==> src/rtl/rope_unit.sv <==
// ---------------------------------------------------------------------------
// rope_unit
//
// Harpoon-rope generator for the game screen. A rising edge on the fire key
// launches a rope at the player's column; its tip climbs from the floor
// toward the ceiling by a fixed step on every frame pulse. The rope retracts
// when it reaches the ceiling or when the collision logic reports a ball hit.
// Per pixel it produces a registered drawing request and a constant colour
// for the object priority multiplexer.
//
// Build option:
//   ROPE_STICKY_EN  - when defined, the rope holds at the ceiling for
//                     HOLD_FRAMES frames (or until hit) before retracting.
//                     When undefined, the rope retracts on the frame its tip
//                     reaches the ceiling.
//
// Ports:
//   clk                 in   pixel clock
//   resetN              in   asynchronous active-low reset
//   startOfFrame        in   one-cycle pulse per frame
//   fireKey             in   fire key level (already synchronous to clk)
//   ropeHit             in   rope/ball collision pulse
//   playerX     [10:0]  in   player left column
//   pixelX      [10:0]  in   current pixel column
//   pixelY      [10:0]  in   current pixel row
//   ropeDrawingRequest  out  current pixel is rope (one clk behind pixelX/Y)
//   ropeRGB     [7:0]   out  rope colour, RRRGGGBB, constant
//   ropeActive          out  rope is launched (any state other than idle)
//   ropeTipY    [10:0]  out  current tip row
// ---------------------------------------------------------------------------
module rope_unit #(
    parameter logic [10:0] FLOOR_Y     = 11'd440,
    parameter logic [10:0] CEILING_Y   = 11'd16,
    parameter logic [10:0] SPEED       = 11'd8,
    parameter logic [10:0] ROPE_WIDTH  = 11'd2,
    parameter logic [10:0] X_OFFSET    = 11'd15,
    parameter logic [5:0]  HOLD_FRAMES = 6'd30,
    parameter logic [7:0]  ROPE_COLOR  = 8'hDB
) (
    input  logic        clk,
    input  logic        resetN,
    input  logic        startOfFrame,
    input  logic        fireKey,
    input  logic        ropeHit,
    input  logic [10:0] playerX,
    input  logic [10:0] pixelX,
    input  logic [10:0] pixelY,
    output logic        ropeDrawingRequest,
    output logic [7:0]  ropeRGB,
    output logic        ropeActive,
    output logic [10:0] ropeTipY
);

`ifdef ROPE_STICKY_EN
    typedef enum logic [1:0] {
        S_IDLE   = 2'd0,
        S_EXTEND = 2'd1,
        S_HOLD   = 2'd2
    } state_t;
`else
    typedef enum logic [1:0] {
        S_IDLE   = 2'd0,
        S_EXTEND = 2'd1
    } state_t;
`endif

    // A tip at or below this row reaches the ceiling on the next step.
    localparam logic [10:0] CEIL_THRESH = CEILING_Y + SPEED;

    // ------------------------------------------------------------------
    // State
    // ------------------------------------------------------------------
    state_t      state_q;
    logic        fire_key_q;     // previous fireKey, for edge detection
    logic [10:0] rope_x_q;       // left column of the rope
    logic [10:0] tip_q;          // current tip row
    logic        draw_q;         // registered drawing request
`ifdef ROPE_STICKY_EN
    logic [5:0]  hold_cnt_q;     // frames left at the ceiling
`else
    // The hold time only matters for the sticky build.
    logic        unused_hold_cfg;
    assign unused_hold_cfg = ^HOLD_FRAMES;
`endif

    // ------------------------------------------------------------------
    // Combinational helpers
    // ------------------------------------------------------------------
    logic        fire_rise;
    logic        reach_ceiling;
    logic [10:0] rope_x_d;
    logic [10:0] tip_step_d;
    logic [10:0] rope_x_end;
    logic        in_col;
    logic        in_row;
    logic        draw_d;

    // fire_key_q resets high so a key held through reset does not fire.
    assign fire_rise     = fireKey & ~fire_key_q;
    assign reach_ceiling = (tip_q <= CEIL_THRESH);
    // Column wraps in 11 bits; the playfield logic keeps the player in range.
    assign rope_x_d      = playerX + X_OFFSET;
    assign tip_step_d    = tip_q - SPEED;

    assign rope_x_end = rope_x_q + ROPE_WIDTH;
    assign in_col     = (pixelX >= rope_x_q) && (pixelX < rope_x_end);
    assign in_row     = (pixelY >= tip_q) && (pixelY < FLOOR_Y);
    assign draw_d     = (state_q != S_IDLE) && in_col && in_row;

    // ------------------------------------------------------------------
    // Rope FSM with its registered datapath
    // ------------------------------------------------------------------
    always_ff @(posedge clk or negedge resetN) begin
        if (!resetN) begin
            state_q    <= S_IDLE;
            fire_key_q <= 1'b1;
            rope_x_q   <= 11'd0;
            tip_q      <= FLOOR_Y;
            draw_q     <= 1'b0;
`ifdef ROPE_STICKY_EN
            hold_cnt_q <= 6'd0;
`endif
        end else begin
            fire_key_q <= fireKey;
            draw_q     <= draw_d;

            case (state_q)
                S_IDLE: begin
                    // Launch happens immediately; the first rise waits for
                    // the next frame pulse even if one is present now.
                    if (fire_rise) begin
                        state_q  <= S_EXTEND;
                        rope_x_q <= rope_x_d;
                    end
                    // While idle the tip is parked at the floor. This also
                    // returns a tip left at the ceiling (non-sticky retract)
                    // to the floor one clock after retracting.
                    tip_q <= FLOOR_Y;
                end

                S_EXTEND: begin
                    // A hit takes priority over a coincident frame pulse.
                    if (ropeHit) begin
                        state_q <= S_IDLE;
                        tip_q   <= FLOOR_Y;
                    end else if (startOfFrame) begin
                        if (reach_ceiling) begin
                            tip_q <= CEILING_Y;
`ifdef ROPE_STICKY_EN
                            state_q    <= S_HOLD;
                            hold_cnt_q <= HOLD_FRAMES;
`else
                            state_q <= S_IDLE;
`endif
                        end else begin
                            tip_q <= tip_step_d;
                        end
                    end
                end

`ifdef ROPE_STICKY_EN
                S_HOLD: begin
                    if (ropeHit) begin
                        state_q    <= S_IDLE;
                        tip_q      <= FLOOR_Y;
                        hold_cnt_q <= 6'd0;
                    end else if (startOfFrame) begin
                        // Count reaching zero on this pulse ends the hold;
                        // a zero load also releases on the first pulse.
                        if (hold_cnt_q <= 6'd1) begin
                            state_q    <= S_IDLE;
                            tip_q      <= FLOOR_Y;
                            hold_cnt_q <= 6'd0;
                        end else begin
                            hold_cnt_q <= hold_cnt_q - 6'd1;
                        end
                    end
                end
`endif

                default: begin
                    state_q <= S_IDLE;
                    tip_q   <= FLOOR_Y;
                end
            endcase
        end
    end

    // ------------------------------------------------------------------
    // Outputs
    // ------------------------------------------------------------------
    assign ropeDrawingRequest = draw_q;
    assign ropeRGB            = ROPE_COLOR;
    assign ropeActive         = (state_q != S_IDLE);
    assign ropeTipY           = tip_q;

endmodule

==> config.mk <==
export PLATFORM = sky130hd
export DESIGN_NAME = rope_unit
export DESIGN_NICKNAME = d
export VERILOG_FILES = /design/src/rtl/rope_unit.sv
export SDC_FILE = /design/constraint.sdc
export NUM_CORES = 1
export LEC_CHECK = 0
export ABC_AREA = 0
export ABC_CLOCK_PERIOD_IN_PS = 2900
export CAP_MARGIN = 10
export CORE_MARGIN = 4
export CORE_UTILIZATION = 29
export CTS_CLUSTER_SIZE = 40
export DETAILED_ROUTE_END_ITERATION = 8
export DONT_BUFFER_PORTS = 1
export GPL_ROUTABILITY_DRIVEN = 1
export SYNTH_ARGS = -nofsm -noshare
export SYNTH_HDL_FRONTEND = slang
export SYNTH_SLANG_ARGS = --single-unit
==> constraint.sdc <==
create_clock -name clk -period 2.9 [get_ports clk]
set_input_delay 0.58 -clock clk [delete_from_list [all_inputs] [get_ports clk]]
set_output_delay 0.58 -clock clk [all_outputs]
set_load 0.02 [all_outputs]
==> reports/results.txt, run 1 <==
status -> completed
final hold vios -> 0
Final ANT Viol Nets -> 0
Design Power -> 0.000897 W
clock power share -> 23.8%
CTS buffer count -> 3
post-route setup TNS -> 0 ns
post-synthesis cell count -> 237
FF-to-FF setup slack -> 0.68 ns
gr ovfl total -> 0
Port Buffers -> 0
Net Sw Frac -> 33.6%
Avg Inst Size Synth -> 8.56 um2
Worst setup EP type -> flip-flop
H-tree levels -> 1
DR vias -> 1546
CTS tree -> yes
area growth from synthesis to layout -> 6.66%
largest vdd supply drop -> 0.000167 V
Max Cap Viol -> 0
YS warnings -> 0
global-route wire length before repair -> 6.93 mm
commonest register cell after synthesis -> dfrtp_1
FF-to-FF Start -> rope_x_q[6]
Final Worst Setup Slack -> 0.681 ns
First DRT Iteration DRCs -> 28
vias in the first global route -> 1491
Seq/Total Area, Yosys -> 27.5%
Post-synth ARST share -> 100%
crit path cell chain -> and3_1, and3_1, and3_1, xnor2_1, ha_1, a21o_1, a21oi_1, o221ai_1, a31oi_1, and3_1
synthesis-stage register bit count -> 22
Placed Cells -> 328
clock sinks -> 22
I/O pins -> 59
min cycle time layout -> 2.22 ns
vias per std cell -> 4.63
Leak Pwr -> 0.981 nW
Worst Reg2Reg Path Length in Cells -> 10
Setup Crit Path Kind -> reg2reg
crit-path max FO -> 4
Post-synth EDFFs -> 0
Arrival @ worst endpoint -> 2.42 ns
synthesized area -> 0.00203 mm2
fin cells -> 334
row cnt -> 30
logic gate share of total power -> 32.9%
Placement Setup Slack -> 0.678 ns
largest net degree at the start of global routing -> 23
largest stage delay on the critical path -> 0.43 ns
Root Buffer -> clkbuf_8
commonest non-fill, non-tap cell in the layout -> ha_1
CP max-delay cell -> dfrtp_1
Placer Congestion -> 0.801
setup violators final -> 0
reg2reg end -> ropeDrawingRequest
Net Sw Power -> 0.000301 W
f_max -> 451 MHz
effective utilization at floorplan -> 29.9%
share of layout cells above drive strength 1 -> 6.72%
# DRC -> 0
CP startpoint kind -> flip-flop
antenna violations before repair -> 0
clock buffer depth -> 2
Internal Pwr Total -> 0.000595 W
period utilisation layout -> 76.5%
RSZ-0062 raised after global routing -> no
final design instance area without fill -> 0.00216 mm2
most frequent cells in the layout -> 33 x ha_1, 26 x nand2_1, 25 x inv_1, 16 x dfrtp_1, 15 x xnor2_1
Antenna Diode Count -> 0
First-pass DRT Iterations -> 2
Total GRT Usage -> 10.1%
skew final -> 0.00312 ns
Placed Area -> 0.00209 mm2
Max Slew Vio Count -> 0
Hold WC Path Type -> in2async
Clock transition at path regs -> 0.08 ns
actual slew at the worst max-slew pin -> 0.705 ns
core area -> 0.00679 mm2
Die ar. -> 0.00840 mm2
Sequential Power Share -> 43.3%
Post-DP HPWL -> 3.70 mm
Setup Fix Bufs, Post-CTS -> 0
chip height -> 91.6 um
slew margin rel. -> 52.8%
Critical Path RT -> 3.10 ns
Detailed Route WL -> 4.21 mm
clock latency on the worst-skew pair -> 0.26 ns
Cell variety after synth -> 40
final net count -> 310
crit-path most repeated cell -> and3_1
Cell Pwr Density -> 414 mW/mm2
routed length per instance -> 12.6 um
chip width -> 91.6 um
## critical path: cells and delay by family, from the launching register on
kind                       cells  cell delay [ns]
AOI/OAI and AO/OA              4             0.62
xor gates and xnor gates       1             0.13
adders and majority gates      1             0.28
DFF                            1             0.43
and+or+nand+nor                4             0.71
## stage by stage
step	hold slack, ns	util [%]
2_1_floorplan	0.284	-
3_3_place_gp	0.285	30.7
3_5_place_dp	0.285	30.7
4_1_cts	0.000330	31.7
5_1_grt	0.138	31.8
6_report	0.155	31.8
## area by class of cell
cell class                 count  area, um2
sequential                    22        558
tap                           96        120
clock buffer                   4       55.1
inverter                      25       93.8
timing repair buffer           2       20.0
multi-input combinational    185       1320
fill                         724       4630
## synth_stat cells (all sizes together), types with 4 or more instances
library cell / instances / area, um2
nor2: 13 / 51.3
inv: 25 / 93.8
nand3: 6 / 30.0
nor3: 6 / 41.3
a21oi: 9 / 45.0
dfstp: 6 / 158
nand4: 4 / 25.0
dfrtp: 16 / 400
o21ai: 20 / 100
buf: 11 / 82.6
xor2: 5 / 43.8
xnor2: 15 / 131
nand2: 26 / 97.6
and3: 5 / 31.3
ha: 33 / 413
or3: 4 / 35.0
## registers in the layout, indices dropped and copies added, names as in the netlist
register / count
state_q: 1
ropeDrawingRequest: 1
ropeTipY: 8
rope_x_q: 11
fire_key_q: 1
## power by group through the flow
| stage | Sequential [W] | Combinational [W] | Clock [W] |
|---|---|---|---|
| final | 0.000388 | 0.000295 | 0.000213 |
| after global routing | 0.000397 | 0.000350 | 0.000236 |
| after CTS | 0.000389 | 0.000296 | 0.000220 |
| after detailed placement | 0.000395 | 0.000292 | 0 |
| after global placement | 0.000394 | 0.000285 | 0 |
| after floorplan | 0.000383 | 0.000252 | 0 |
## layer usage
layer,GRT usage [%],share of wire [%],vias to the layer above
met4,5.28,3.6,0
met5,0,0,-
met3,3.04,6.4,14
met1,12.0,42,692
met2,16.4,48,35
li1,-,-,805
## cells by family after synthesis
group	after synthesis	synth area share (%)
compound gates	49	15.7
xor+xnor	20	8.64
fa+ha+maj	33	20.4
buf+inv	39	9.25
flops	22	27.5
other cells	2	0.370
simple gates	72	18.2
## worst max path at each step
stage | from | end | slack, ns | cells past startpoint
global route | rope_x_q[6] | ropeDrawingRequest | 0.46 | 10
CTS | rope_x_q[6] | ropeDrawingRequest | 0.67 | 10
detailed placement | rope_x_q[6] | ropeDrawingRequest | 0.68 | 10
floorplan | rope_x_q[6] | ropeDrawingRequest | 0.84 | 10
finish | rope_x_q[6] | ropeDrawingRequest | 0.68 | 10
global placement | rope_x_q[6] | ropeDrawingRequest | 0.72 | 10
## what timing repair did
action / 4_1_cts / 5_1_grt
hold buffers: 1 / 1
hold endpoints to repair: 1 / 15
gates resized for setup: 0 / 0
(Power assumes the default switching activity.)
==> run 2, diff against run 1 <==
--- a/config.mk
+++ b/config.mk
@@ -6,7 +6,7 @@
 export NUM_CORES = 1
 export LEC_CHECK = 0
 export ABC_AREA = 0
-export ABC_CLOCK_PERIOD_IN_PS = 2900
+export ABC_CLOCK_PERIOD_IN_PS = 2290
 export CAP_MARGIN = 10
 export CORE_MARGIN = 4
 export CORE_UTILIZATION = 29
==> constraint.sdc (replaced) <==
create_clock -name clk -period 2.29 [get_ports clk]
set_input_delay 0.458 -clock clk [delete_from_list [all_inputs] [get_ports clk]]
set_output_delay 0.458 -clock clk [all_outputs]
set_load 0.02 [all_outputs]
==> run 2 against run 1 <==
Net effect:
- via count shrank 0.45%
- non-clock buffer count rose by 3
- first-iteration DRC count shrank 11%
- largest power group unchanged
- clock-buffer cell count did not move
- die area did not move
- sequential cell count is the same
- power is 26% higher
- combinational power grew 37%
- core utilization up 0.29 points
- wire length fell by 0.83%
==> reports/results.txt, run 2 (synthesized netlist as in run 1, its figures left out) <==
Worst setup EP type -> flip-flop
met1 Use GR -> 12.0% (about the same)
final net count -> 313 (+0.97%)
final design instance area without fill -> 0.00218 mm2 (+0.93%)
area growth from synthesis to layout -> 7.65%
global-route wire length before repair -> 6.78 mm (-2.2%)
row cnt -> 30 (unchanged)
final hold vios -> 0 (unchanged)
skew final -> 0.00169 ns (-0.00144 ns)
Hold WC Path Type -> in2async
Arrival @ worst endpoint -> 2.36 ns (-0.06 ns)
share of layout cells above drive strength 1 -> 8.71% (+2.0 points)
CTS buffer count -> 3 (unchanged)
core area -> 0.00679 mm2 (unchanged)
FF-to-FF Start -> rope_x_q[5]
Leak Pwr -> 0.991 nW (+1.1%)
slew margin rel. -> 52.5% (-0.30 points)
clock sinks -> 22 (unchanged)
I/O pins -> 59 (unchanged)
chip width -> 91.6 um (unchanged)
Placed Cells -> 331 (+0.91%)
fin cells -> 337 (+0.90%)
Largest Register -> rope_x_q
largest net degree at the start of global routing -> 17 (-26%)
Root Buffer -> clkbuf_8
H-tree levels -> 1 (unchanged)
vias per std cell -> 4.57 (-1.3%)
met2 usage -> 16.2% (-0.18 points)
actual slew at the worst max-slew pin -> 0.710 ns (+0.00456 ns)
most frequent cells in the layout -> 33 x ha_1, 26 x nand2_1, 25 x inv_1, 16 x dfrtp_1, 15 x xnor2_1
Cell Pwr Density -> 519 mW/mm2 (+25%)
reg2reg end -> ropeDrawingRequest
crit-path most repeated cell -> and3_1
CP Buf/Inv Count -> 0 (unchanged)
largest vdd supply drop -> 0.000224 V (+34%)
status -> completed
# DRC -> 0 (unchanged)
RSZ-0062 raised after global routing -> no
clock buffer depth -> 2 (unchanged)
routed length per instance -> 12.4 um (-1.7%)
vias in the first global route -> 1496 (+0.34%)
most used routing layer in global routing -> met2
commonest non-fill, non-tap cell in the layout -> ha_1
post-route setup TNS -> 0 ns (unchanged)
period utilisation layout -> 94.3% (+18 points)
chip height -> 91.6 um (unchanged)
CP max-delay cell -> dfrtp_1
# fillers -> 715 (-1.2%)
Max Cap Viol -> 0 (unchanged)
Antenna Diode Count -> 0 (unchanged)
largest stage delay on the critical path -> 0.37 ns (-0.06 ns)
met3 GRT Util -> 2.95% (-0.082 points)
First-pass DRT Iterations -> 4 (+2)
DR vias -> 1539 (-0.45%)
Detailed Route WL -> 4.18 mm (-0.83%)
effective utilization at floorplan -> 29.9% (unchanged)
FF-to-FF setup slack -> 0.13 ns (-0.55 ns)
Clock transition at path regs -> 0.08 ns (about the same)
CP startpoint kind -> flip-flop
max reg flops -> 11 (unchanged)
Port Buffers -> 0 (unchanged)
min cycle time layout -> 2.16 ns (-0.0592 ns)
Max Slew Vio Count -> 0 (unchanged)
Setup Crit Path Kind -> reg2reg
CTS tree -> yes
Placer Congestion -> 0.783 (-2.2%)
crit-path leading delay family -> simple AND/OR/NAND/NOR gates
gr ovfl total -> 0 (unchanged)
Final ANT Viol Nets -> 0 (unchanged)
Die ar. -> 0.00840 mm2 (unchanged)
Worst Reg2Reg Path Length in Cells -> 10 (unchanged)
Placed Area -> 0.00211 mm2 (+1.1%)
clock latency on the worst-skew pair -> 0.26 ns (about the same)
setup violators final -> 0 (unchanged)
Post-DP HPWL -> 3.63 mm (-1.9%)
antenna violations before repair -> 0 (unchanged)
Critical Path RT -> 2.49 ns (-0.61 ns)
crit-path max FO -> 2 (-2)
First DRT Iteration DRCs -> 25 (-11%)
f_max -> 463 MHz (+2.7%)
Total GRT Usage -> 10.0% (-0.10 points)
crit path cell chain -> and3_1, and3_1, and3_1, xnor2_1, ha_1, a21o_1, a21oi_2, o221ai_1, a31oi_1, and3_1
run 2: cell count changes in the layout (fill, tap and decap cells not counted):
| cell | previous run | this run |
|---|---|---|
| buf_4 | 0 | 4 |
| clkbuf_1 | 0 | 1 |
| clkbuf_8 | 4 | 3 |
| nor4b_2 | 0 | 1 |
| a21oi_1 | 9 | 8 |
| a21oi_2 | 0 | 1 |
| dlygate4sd3_1 | 2 | 1 |
| nor4b_1 | 1 | 0 |
run 2: per-stage QoR:
stage               util [%]  hold slack [ns]  power (W)  setup slack, ns
global route            32.1          0.00728    0.00124          0.00492
floorplan                  -            0.162   0.000805            0.231
CTS                     31.9           0.0170    0.00114           0.0618
finish                  32.1           0.0266    0.00113            0.130
detailed placement      31.1            0.163   0.000882           0.0800
global placement        31.1            0.163   0.000873            0.132
run 2: cell type report:
class	instances	area, um2	area share (%)
well taps	96	120	5.50
multi-input cells	185	1330	60.7
flip-flops and latches	22	558	25.6
clock buffers	4	45.0	2.06
inverters	25	93.8	4.30
repair buffers	5	40.0	1.83
run 2: how the worst max path moves through the flow:
stage                start                  to  slack [ns]  cells after the start
2_1_floorplan  rope_x_q[6]  ropeDrawingRequest        0.23                     10
3_3_place_gp   rope_x_q[4]  ropeDrawingRequest        0.13                     10
3_5_place_dp   rope_x_q[4]  ropeDrawingRequest        0.08                     10
4_1_cts        rope_x_q[4]  ropeDrawingRequest        0.06                     10
5_1_grt        rope_x_q[5]  ropeDrawingRequest       0.005                     10
6_report       rope_x_q[5]  ropeDrawingRequest        0.13                     10
run 2: per-layer routing:
| metal | wire length [um] | share of wire (%) |
|---|---|---|
| met1 | 1870 | 45 |
| met2 | 1930 | 46 |
| met3 | 269 | 6.4 |
| met4 | 107 | 2.6 |
| met5 | 0 | 0 |
run 2: timing repair:
item,in CTS,in global routing
hold buffers,1,0
gates resized for setup,0,2
setup buffers,0,1
hold endpoints to repair,16,0
setup endpoints to repair,0,1
run 2: report_power, final:
group	total (W)	switching (W)	internal (W)
combinational	0.000403	0.000223	0.000179
sequential	0.000483	0.0000453	0.000438
clock	0.000247	0.000123	0.000124
==> run 3, diff against run 2 <==
--- a/config.mk
+++ b/config.mk
@@ -14,6 +14,7 @@
 export DETAILED_ROUTE_END_ITERATION = 8
 export DONT_BUFFER_PORTS = 1
 export GPL_ROUTABILITY_DRIVEN = 1
+export HOLD_SLACK_MARGIN = 0.15
 export SYNTH_ARGS = -nofsm -noshare
 export SYNTH_HDL_FRONTEND = slang
 export SYNTH_SLANG_ARGS = --single-unit
==> run 3 against run 2 <==
Net effect:
- combinational power about the same
- final area stayed put
- sequential power hardly changed
- core utilization did not move
- via count fell by 0.26%
- sequential cell count did not move
- power up 0.23%
- critical path depth did not move
- clock power barely moved
- first-iteration DRC count grew 4.0%
- global-route usage is the same
- non-clock buffer count unchanged
==> reports/results.txt, run 3 (synthesized netlist as in run 1, its figures left out) <==
status -> completed
slew margin rel. -> 33.4% (-19 points)
Worst setup EP type -> flip-flop
final hold vios -> 0 (unchanged)
RSZ-0062 raised after global routing -> no
Max Cap Viol -> 0 (unchanged)
clock sinks -> 22 (unchanged)
Largest Register -> rope_x_q
Setup Crit Path Kind -> reg2reg
Post-DP HPWL -> 3.63 mm (unchanged)
Leak Pwr -> 0.991 nW (unchanged)
Storage cell area -> 558 um2 (unchanged)
Critical Path RT -> 2.49 ns (about the same)
Clock transition at path regs -> 0.08 ns (about the same)
Multi-input gate area -> 0.00133 mm2 (unchanged)
Max Slew Vio Count -> 0 (unchanged)
I/O pins -> 59 (unchanged)
chip height -> 91.6 um (unchanged)
Placement Setup Slack -> 0.0800 ns (unchanged)
CP max-delay cell -> dfrtp_1
routed length per instance -> 12.5 um (+0.79%)
row cnt -> 30 (unchanged)
skew final -> 0.00178 ns (+0.0000919 ns)
# fillers -> 715 (unchanged)
chip width -> 91.6 um (unchanged)
Setup crit start -> rope_x_q[5]
crit-path most repeated cell -> and3_1
First-pass DRT Iterations -> 4 (unchanged)
crit-path leading delay family -> simple AND/OR/NAND/NOR gates
antenna violations before repair -> 0 (unchanged)
final net count -> 313 (unchanged)
Final Worst Setup Slack -> 0.130 ns (+0.000348 ns)
global-route wire length before repair -> 6.78 mm (unchanged)
largest stage delay on the critical path -> 0.37 ns (about the same)
Port Buffers -> 0 (unchanged)
Cell Pwr Density -> 520 mW/mm2 (+0.23%)
vias per std cell -> 4.55 (-0.26%)
area growth from synthesis to layout -> 7.65% (unchanged)
most frequent cells in the layout -> 33 x ha_1, 26 x nand2_1, 25 x inv_1, 16 x dfrtp_1, 15 x xnor2_1
CTS buffer count -> 3 (unchanged)
vias in the first global route -> 1492 (-0.27%)
post-route setup TNS -> 0 ns (unchanged)
CTS tree -> yes
Final ANT Viol Nets -> 0 (unchanged)
f_max -> 463 MHz (about the same)
Placer Congestion -> 0.783 (unchanged)
Die ar. -> 0.00840 mm2 (unchanged)
CP Buf/Inv Count -> 0 (unchanged)
effective utilization at floorplan -> 29.9% (unchanged)
clock latency on the worst-skew pair -> 0.26 ns (about the same)
Critical Path Stages -> 10 (unchanged)
crit-path max FO -> 2 (unchanged)
crit path cell chain -> and3_1, and3_1, and3_1, xnor2_1, ha_1, a21o_1, a21oi_2, o221ai_1, a31oi_1, and3_1
setup violators final -> 0 (unchanged)
Worst Reg2Reg Path Length in Cells -> 10 (unchanged)
clock buffer depth -> 2 (unchanged)
actual slew at the worst max-slew pin -> 0.996 ns (+0.286 ns)
Arrival @ worst endpoint -> 2.36 ns (about the same)
Total GRT Usage -> 10.0% (unchanged)
core area -> 0.00679 mm2 (unchanged)
reg2reg end -> ropeDrawingRequest
period utilisation layout -> 94.3% (about the same)
Root Buffer -> clkbuf_8
Antenna Diode Count -> 0 (unchanged)
commonest non-fill, non-tap cell in the layout -> ha_1
gr ovfl total -> 0 (unchanged)
FF-to-FF Start -> rope_x_q[5]
First DRT Iteration DRCs -> 26 (+4.0%)
end of the critical path -> ropeDrawingRequest
share of layout cells above drive strength 1 -> 8.71% (unchanged)
DR vias -> 1535 (-0.26%)
max reg flops -> 11 (unchanged)
Hold WC Path Type -> in2reg
Detailed Route WL -> 4.21 mm (+0.79%)
hold slack -> 0.183 ns (+0.156 ns)
# DRC -> 0 (unchanged)
H-tree levels -> 1 (unchanged)
min cycle time layout -> 2.16 ns (-0.000348 ns)
largest net degree at the start of global routing -> 23 (+6)
FF-to-FF setup slack -> 0.13 ns (about the same)
CP startpoint kind -> flip-flop
largest vdd supply drop -> 0.000224 V (+0.12%)
## run 3: cell counts in the layout (fill, tap and decap cells not counted)
Identical to the previous run, type by type.
## run 3: worst min-delay path by stage
| stage | startpoint | to | slack [ns] | depth (start not counted) |
|---|---|---|---|---|
| after floorplan | resetN | ropeDrawingRequest | 0.16 | 0 |
| after global placement | resetN | ropeTipY[6] | 0.16 | 0 |
| after detailed placement | resetN | ropeTipY[6] | 0.16 | 0 |
| after CTS | fireKey | fire_key_q | 0.17 | 0 |
| after global routing | fireKey | fire_key_q | 0.16 | 0 |
| final | fireKey | fire_key_q | 0.18 | 0 |
## run 3: metal layers
metal | wire length (um) | track usage (%)
met2 | 1930 | 15.9
met3 | 271 | 2.95
met1 | 1900 | 12.2
met4 | 107 | 5.03
met5 | 0 | 0
## run 3: per-stage QoR
step / area (um2) / power (W) / utilization (%) / cells
floorplan: 2060 / 0.000805 / - / 246
global placement: 2110 / 0.000873 / 31.1 / 331
detailed placement: 2110 / 0.000882 / 31.1 / 331
CTS: 2170 / 0.00115 / 31.9 / 336
global route: 2180 / 0.00124 / 32.1 / 337
finish: 2180 / 0.00114 / 32.1 / 337
## run 3: area by class of cell
cell class	count	share of cell area, %
multi-input combinational	185	60.7
timing repair buffer	5	1.83
sequential	22	25.6
clock buffer	4	2.06
inverter	25	4.30
tap	96	5.50
## run 3: where the power goes
part / switching, W / total [W] / leakage [nW] / internal (W)
clock: 0.000124 / 0.000248 / 0.0228 / 0.000124
combinational: 0.000225 / 0.000405 / 0.701 / 0.000179
sequential: 0.0000454 / 0.000483 / 0.268 / 0.000438
total: 0.000395 / 0.00114 / 0.991 / 0.000741
## run 3: repair_timing
item,4_1_cts,5_1_grt
setup endpoints to repair,0,1
hold buffers,1,0
gates resized for setup,0,2
hold endpoints to repair,22,0
setup buffers,0,1
